`src/rtl/sel_mux_pipe_pkg.sv`:
```
// Shared definitions for the channel-select mux and its output buffer:
// default datapath sizes, the buffer occupancy encoding and a small index helper.
package sel_mux_pipe_pkg;

  localparam int DEF_WIDTH    = 16;
  localparam int DEF_CHANNELS = 4;

  // Occupancy of the two-entry output buffer.
  typedef enum logic [1:0] {
    ST_EMPTY = 2'd0,
    ST_ONE   = 2'd1,
    ST_FULL  = 2'd2
  } fifo_st_t;

  // Index following idx among n channels, wrapping back to 0.
  function automatic int wrap_inc(input int idx, input int n);
    return (idx + 1 >= n) ? 0 : idx + 1;
  endfunction

endpackage

```
`src/rtl/sel_mux_pipe_arb.sv`:
```
// Round-robin arbiter: grants the first requesting channel at or after the
// priority pointer; the pointer moves past a channel once it has transferred.
module rr_arbiter
  import sel_mux_pipe_pkg::*;
#(
  parameter int CHANNELS = DEF_CHANNELS,
  localparam int SW      = $clog2(CHANNELS)
) (
  input  logic                clk,
  input  logic                reset_n,
  input  logic [CHANNELS-1:0] i_req,
  input  logic                i_xfer,
  output logic                o_gnt_vld,
  output logic [SW-1:0]       o_gnt_idx
);

  logic [SW-1:0]       r_ptr;
  logic [CHANNELS-1:0] w_rot;
  logic                w_hit;
  int                  w_off;
  int                  w_sum;
  logic [SW-1:0]       w_idx;

  // Rotate requests so bit 0 is the pointer's channel, then pick the lowest set offset.
  always_comb begin
    w_rot = CHANNELS'({i_req, i_req} >> r_ptr);
    w_hit = 1'b0;
    w_off = 0;
    for (int j = CHANNELS - 1; j >= 0; j--) begin
      if (w_rot[j]) begin
        w_hit = 1'b1;
        w_off = j;
      end
    end
    w_sum = int'(r_ptr) + w_off;
    if (w_sum >= CHANNELS) w_sum = w_sum - CHANNELS;
    w_idx = SW'(w_sum);
  end

  // Advance the pointer just past the channel that completed a transfer.
  always_ff @(posedge clk or negedge reset_n) begin
    if (!reset_n) begin
      r_ptr <= '0;
    end else if (i_xfer && w_hit) begin
      r_ptr <= SW'(wrap_inc(int'(w_idx), CHANNELS));
    end
  end

  assign o_gnt_vld = w_hit;
  assign o_gnt_idx = w_idx;

endmodule

```
`src/rtl/sel_mux_pipe.sv`:
```
// Channel mux feeding a two-entry output buffer. The source channel is chosen
// either by sel or by a round-robin arbiter; each buffered word carries the
// index of the channel it came from.
module sel_mux_pipe
  import sel_mux_pipe_pkg::*;
#(
  parameter int WIDTH    = DEF_WIDTH,
  parameter int CHANNELS = DEF_CHANNELS,
  parameter int RR_MODE  = 0,
  localparam int SW      = $clog2(CHANNELS)
) (
  input  logic                      clk,
  input  logic                      reset_n,
  input  logic [SW-1:0]             sel,
  input  logic [CHANNELS*WIDTH-1:0] in_data,
  input  logic [CHANNELS-1:0]       in_valid,
  output logic [CHANNELS-1:0]       in_ready,
  output logic [WIDTH-1:0]          out_data,
  output logic [SW-1:0]             out_ch,
  output logic                      out_valid,
  input  logic                      out_ready
);

  fifo_st_t         r_state;
  logic [WIDTH-1:0] r_h_data;
  logic [SW-1:0]    r_h_ch;
  logic [WIDTH-1:0] r_t_data;
  logic [SW-1:0]    r_t_ch;

  logic             w_gnt_vld;
  logic [SW-1:0]    w_gnt_idx;
  logic             w_full;
  logic             w_push;
  logic             w_pop;
  logic [WIDTH-1:0] w_push_data;

  generate
    if (RR_MODE == 1) begin : g_rr
      rr_arbiter #(
        .CHANNELS (CHANNELS)
      ) u_arb (
        .clk       (clk),
        .reset_n   (reset_n),
        .i_req     (in_valid),
        .i_xfer    (w_push),
        .o_gnt_vld (w_gnt_vld),
        .o_gnt_idx (w_gnt_idx)
      );
    end else begin : g_sel
      // An out-of-range select grants nobody, so no channel is ever offered ready.
      assign w_gnt_vld = (int'(sel) < CHANNELS);
      assign w_gnt_idx = sel;
    end
  endgenerate

  assign w_full    = (r_state == ST_FULL);
  assign out_valid = (r_state != ST_EMPTY);
  assign w_pop     = out_valid && out_ready;
  assign w_push    = |(in_valid & in_ready);

  // Shift rather than part-select so an unused out-of-range index yields zeros, never X.
  assign w_push_data = WIDTH'(in_data >> (int'(w_gnt_idx) * WIDTH));

  // One-hot ready toward the granted channel; low in reset and whenever the buffer is full.
  always_comb begin
    in_ready = '0;
    if (reset_n && w_gnt_vld && !w_full) begin
      in_ready = CHANNELS'(1) << w_gnt_idx;
    end
  end

  // Occupancy and head entry; the head registers drive the outputs directly.
  always_ff @(posedge clk or negedge reset_n) begin
    if (!reset_n) begin
      r_state  <= ST_EMPTY;
      r_h_data <= '0;
      r_h_ch   <= '0;
    end else begin
      case (r_state)
        ST_EMPTY: begin
          if (w_push) begin
            r_state  <= ST_ONE;
            r_h_data <= w_push_data;
            r_h_ch   <= w_gnt_idx;
          end
        end
        ST_ONE: begin
          if (w_push && w_pop) begin
            r_h_data <= w_push_data;
            r_h_ch   <= w_gnt_idx;
          end else if (w_push) begin
            r_state <= ST_FULL;
          end else if (w_pop) begin
            r_state <= ST_EMPTY;
          end
        end
        ST_FULL: begin
          if (w_pop) begin
            r_state  <= ST_ONE;
            r_h_data <= r_t_data;
            r_h_ch   <= r_t_ch;
          end
        end
        default: r_state <= ST_EMPTY;
      endcase
    end
  end

  // Second entry is written only when a word arrives behind a head that stays put.
  always_ff @(posedge clk) begin
    if (r_state == ST_ONE && w_push && !w_pop) begin
      r_t_data <= w_push_data;
      r_t_ch   <= w_gnt_idx;
    end
  end

  assign out_data = r_h_data;
  assign out_ch   = r_h_ch;

endmodule

```
`config.mk`:
```
export PLATFORM = sky130hd
export DESIGN_NAME = sel_mux_pipe
export DESIGN_NICKNAME = d
export VERILOG_FILES = /design/src/rtl/sel_mux_pipe_pkg.sv /design/src/rtl/sel_mux_pipe_arb.sv /design/src/rtl/sel_mux_pipe.sv
export SDC_FILE = /design/constraint.sdc
export NUM_CORES = 1
export LEC_CHECK = 0
export ABC_AREA = 1
export BUFFER_PORTS_ARGS = -buffer_cell sky130_fd_sc_hd__buf_2
export CORE_MARGIN = 8
export CORE_UTILIZATION = 50
export CTS_CLUSTER_DIAMETER = 60
export DETAILED_ROUTE_END_ITERATION = 12
export PLACE_DENSITY = 0.82
export SYNTH_ARGS = -nofsm -noshare
export SYNTH_HDL_FRONTEND = slang
export SYNTH_SLANG_ARGS = --single-unit
```
`constraint.sdc`:
```
create_clock -name clk -period 6.06 [get_ports clk]
set_clock_uncertainty 0.15 [all_clocks]
set_input_delay 0.303 -clock clk [delete_from_list [all_inputs] [get_ports clk]]
set_output_delay 0.303 -clock clk [all_outputs]
set_load 0.02 [all_outputs]
```
==> load_flow_metrics.sql <==
INSERT INTO impl_metrics (metric_group, metric, value, unit) VALUES
('yosys', 'asyncSetResetFlopFracSynth', '52.63', '%'),
('setup_path', 'critical_r2r_launch', 'r_state[1]', ''),
('yosys', 'netlist_area', '2098', 'um^2'),
('pwr', 'power.share.sequential', '38.5', '%'),
('cts', 'cts-resized-gates', '0', ''),
('sta', 'timing.final.hold_violations', '0', ''),
('yosys', 'synth.lib_cells_used.distinct', '22', ''),
('pwr', 'peakVddDrop', '0.2069', 'mV'),
('sta', 'finalSetupViolations', '0', ''),
('place', 'port_buffers', '95', ''),
('final_layout', 'ff_latch_area', '1041', 'um^2'),
('setup_path', 'critical_path_peak_fanout', '25', ''),
('floorplanning', 'die_area', '6525', 'um^2'),
('yosys', 'postSynthNetCount', '332', ''),
('sta', 'min_period_over_period', '40.65', '%'),
('floorplanning', 'floorplan.die.height', '80.78', 'um'),
('sta', 'max_slew.worst_pin.slew', '577.2', 'ps'),
('setup_path', 'timing.critical_path.required', '5890', 'ps'),
('drt', 'totalWireLength', '5.604', 'mm'),
('setup_path', 'termination_of_the_worst_setup_path', 'r_t_ch[0]', ''),
('setup_path', 'rrSetupSlack', '3830', 'ps'),
('yosys', 'seq_area_frac_synth', '49.61', '%'),
('cts', 'path_clk_slew', '70', 'ps'),
('cts', 'h-tree-depth', '2', ''),
('cts', 'cts_tree', 'built', ''),
('global_route', 'grt_max_degree', '26', ''),
('place', 'dpl.hpwl', '4.407', 'mm'),
('cts', 'clockRootBuffer', 'sky130_fd_sc_hd__clkbuf_8', ''),
('setup_path', 'worst_r2r_endpoint', 'r_t_ch[0]', ''),
('final_layout', 'fillers', '349', ''),
('pwr', 'power_switching_share', '41.66', '%'),
('global_route', 'globalRouteTotalUtil', '18.40', '%'),
('yosys', 'yosys_warnings', '0', ''),
('global_route', 'gr-usage-met1', '23.72', '%'),
('cts', 'clock_latency', '280', 'ps'),
('global_route', 'global_route.overflow_total', '0', ''),
('cts', 'post_cts.repair.setup_buffers', '0', ''),
('cts', 'cts_buffers', '5', ''),
('final_layout', 'multi_input_area', '938.4', 'um^2'),
('drt', 'viasPerCell', '5.047', ''),
('global_route', 'grt_pass1_wl', '9.673', 'mm'),
('yosys', 'synth_top_cell_area_share', '25.76', '%'),
('cts', 'cts_num_sinks', '38', ''),
('setup_path', 'worst_setup_path_start_kind', 'input pin', ''),
('drt', 'route.detailed.wl_per_inst', '13.98', 'um'),
('drt', 'drt_iter0_markers', '118', ''),
('global_route', 'antenna_found_initial', '0', ''),
('setup_path', 'crit_arrival', '2290', 'ps'),
('pwr', 'power_frac_clock', '17.7', '%'),
('yosys', 'synth_top_cells_by_area', 'sky130_fd_sc_hd__edfxtp_1 26%, sky130_fd_sc_hd__dfrtp_1 24%, sky130_fd_sc_hd__nand2_1 22%, sky130_fd_sc_hd__nand3_1 8.1%, sky130_fd_sc_hd__a22oi_1 5.4%', ''),
('drt', 'final_antenna_net_count', '0', ''),
('flow_run', 'max-cap-violations', '0', ''),
('global_route', 'grt-busiest-layer', 'met2', ''),
('yosys', 'number_of_enable_type_register_cells_in_the_synthesized_netlist', '18', ''),
('sta', 'final.min_clock_period', '2463', 'ps'),
('yosys', 'most_area_hungry_cell_type_in_the_yosys_netlist', 'sky130_fd_sc_hd__edfxtp_1', ''),
('setup_path', 'critical_path.startpoint', 'reset_n', ''),
('yosys', 'syn_inst', '259', ''),
('final_layout', 'finalNetCount', '423', ''),
('drt', 'drt_first_pass_iters', '4', ''),
('pwr', 'cellLeakagePower', '1.419', 'nW'),
('floorplanning', 'fp.coreArea', '4029', 'um^2'),
('floorplanning', 'die_w', '80.78', 'um'),
('pwr', 'switching_power_summed_over_all_nets', '408.2', 'uW'),
('setup_path', 'reg2regPathDepth', '6', ''),
('outcome', 'status', 'completed', ''),
('cts', 'max-clock-path-buffers', '2', ''),
('pwr', 'logic_gate_share_of_total_power', '43.8', '%'),
('setup_path', 'criticalPathCategory', 'input pin to flip-flop', ''),
('yosys', 'cell_with_the_most_instances_after_synthesis', 'sky130_fd_sc_hd__nand2_1', ''),
('sta', 'max_clock_freq', '406.0', 'MHz');
-- worst max-delay path, stage by stage --
cell and delay (ps):
sky130_fd_sc_hd__dlygate4sd3_1 520, sky130_fd_sc_hd__buf_2 440, sky130_fd_sc_hd__nand4_1 150, sky130_fd_sc_hd__nand2_1 140, sky130_fd_sc_hd__o21ai_0 130, sky130_fd_sc_hd__nor2_1 310
sky130_fd_sc_hd__buf_4 290
-- cell families after synthesis --
group	Yosys count	synth area share (%)
AOI/OAI and AO/OA	20	6.738
buffers and inverters	21	5.665
DFF	38	49.61
and+or+nand+nor	180	37.98
-- power by group through the flow --
stage	logic [mW]	registers [mW]	clock network, mW
final	0.429	0.377	0.173
after global routing	0.486	0.386	0.191
after CTS	0.434	0.378	0.177
after detailed placement	0.432	0.382	0
after global placement	0.426	0.380	0
after floorplan	0.235	0.452	0
-- cell usage in the layout, fill, tap and decap left out, drive strengths merged, types with 4 or more instances in the layout --
cell / netlist / final
nand4: 5 / 5
clkbuf: 2 / 7
nand3: 34 / 34
a22oi: 15 / 15
o21ai: 4 / 4
dfrtp: 20 / 20
buf: 11 / 96
nor2: 9 / 9
edfxtp: 18 / 18
nand2: 129 / 129
inv: 8 / 8
-- registers in the layout (all words and copies together), names as in the netlist --
name,cells
r_t_data,16
r_t_ch,2
r_state,2
out_data,16
out_ch,2
-- layer usage --
layer / vias up / wire length (um)
met1: 888 / 2525
met3: 2 / 492
li1: 1042 / -
met4: 0 / 38
met5: - / 0
met2: 92 / 2547
-- through the flow --
stage / util (%) / cell area (um^2) / instances / hold slack, ps / setup WS, ps
after floorplan: - / 2098 / 259 / -142.6 / 3803
after CTS: 66.06 / 2661 / 401 / 168.6 / 3559
after detailed placement: 63.54 / 2560 / 392 / 159.7 / 3713
final: 66.06 / 2661 / 401 / 181.8 / 3597
after global routing: 66.06 / 2661 / 401 / 194.6 / 3272
after global placement: 63.54 / 2560 / 392 / 143.3 / 3780
-- how the worst min path moves through the flow --
stage,startpoint,endpoint
after floorplan,reset_n,out_ch[0]
after global placement,reset_n,out_data[1]
after detailed placement,reset_n,out_data[1]
after CTS,out_ready,r_state[0]
after global routing,in_data[50],r_t_data[2]
final,out_ready,r_state[0]
-- final cells by class --
| cell class | instances | share of cell area (%) |
|---|---|---|
| Clock buffer | 7 | 3.244 |
| Clock inverter | 1 | 0.1881 |
| Inverter | 8 | 1.316 |
| Multi-Input combinational cell | 200 | 35.26 |
| Sequential cell | 38 | 39.12 |
| Tap cell | 50 | 2.351 |
| Timing Repair Buffer | 97 | 18.52 |
(Power assumes the default switching activity.)
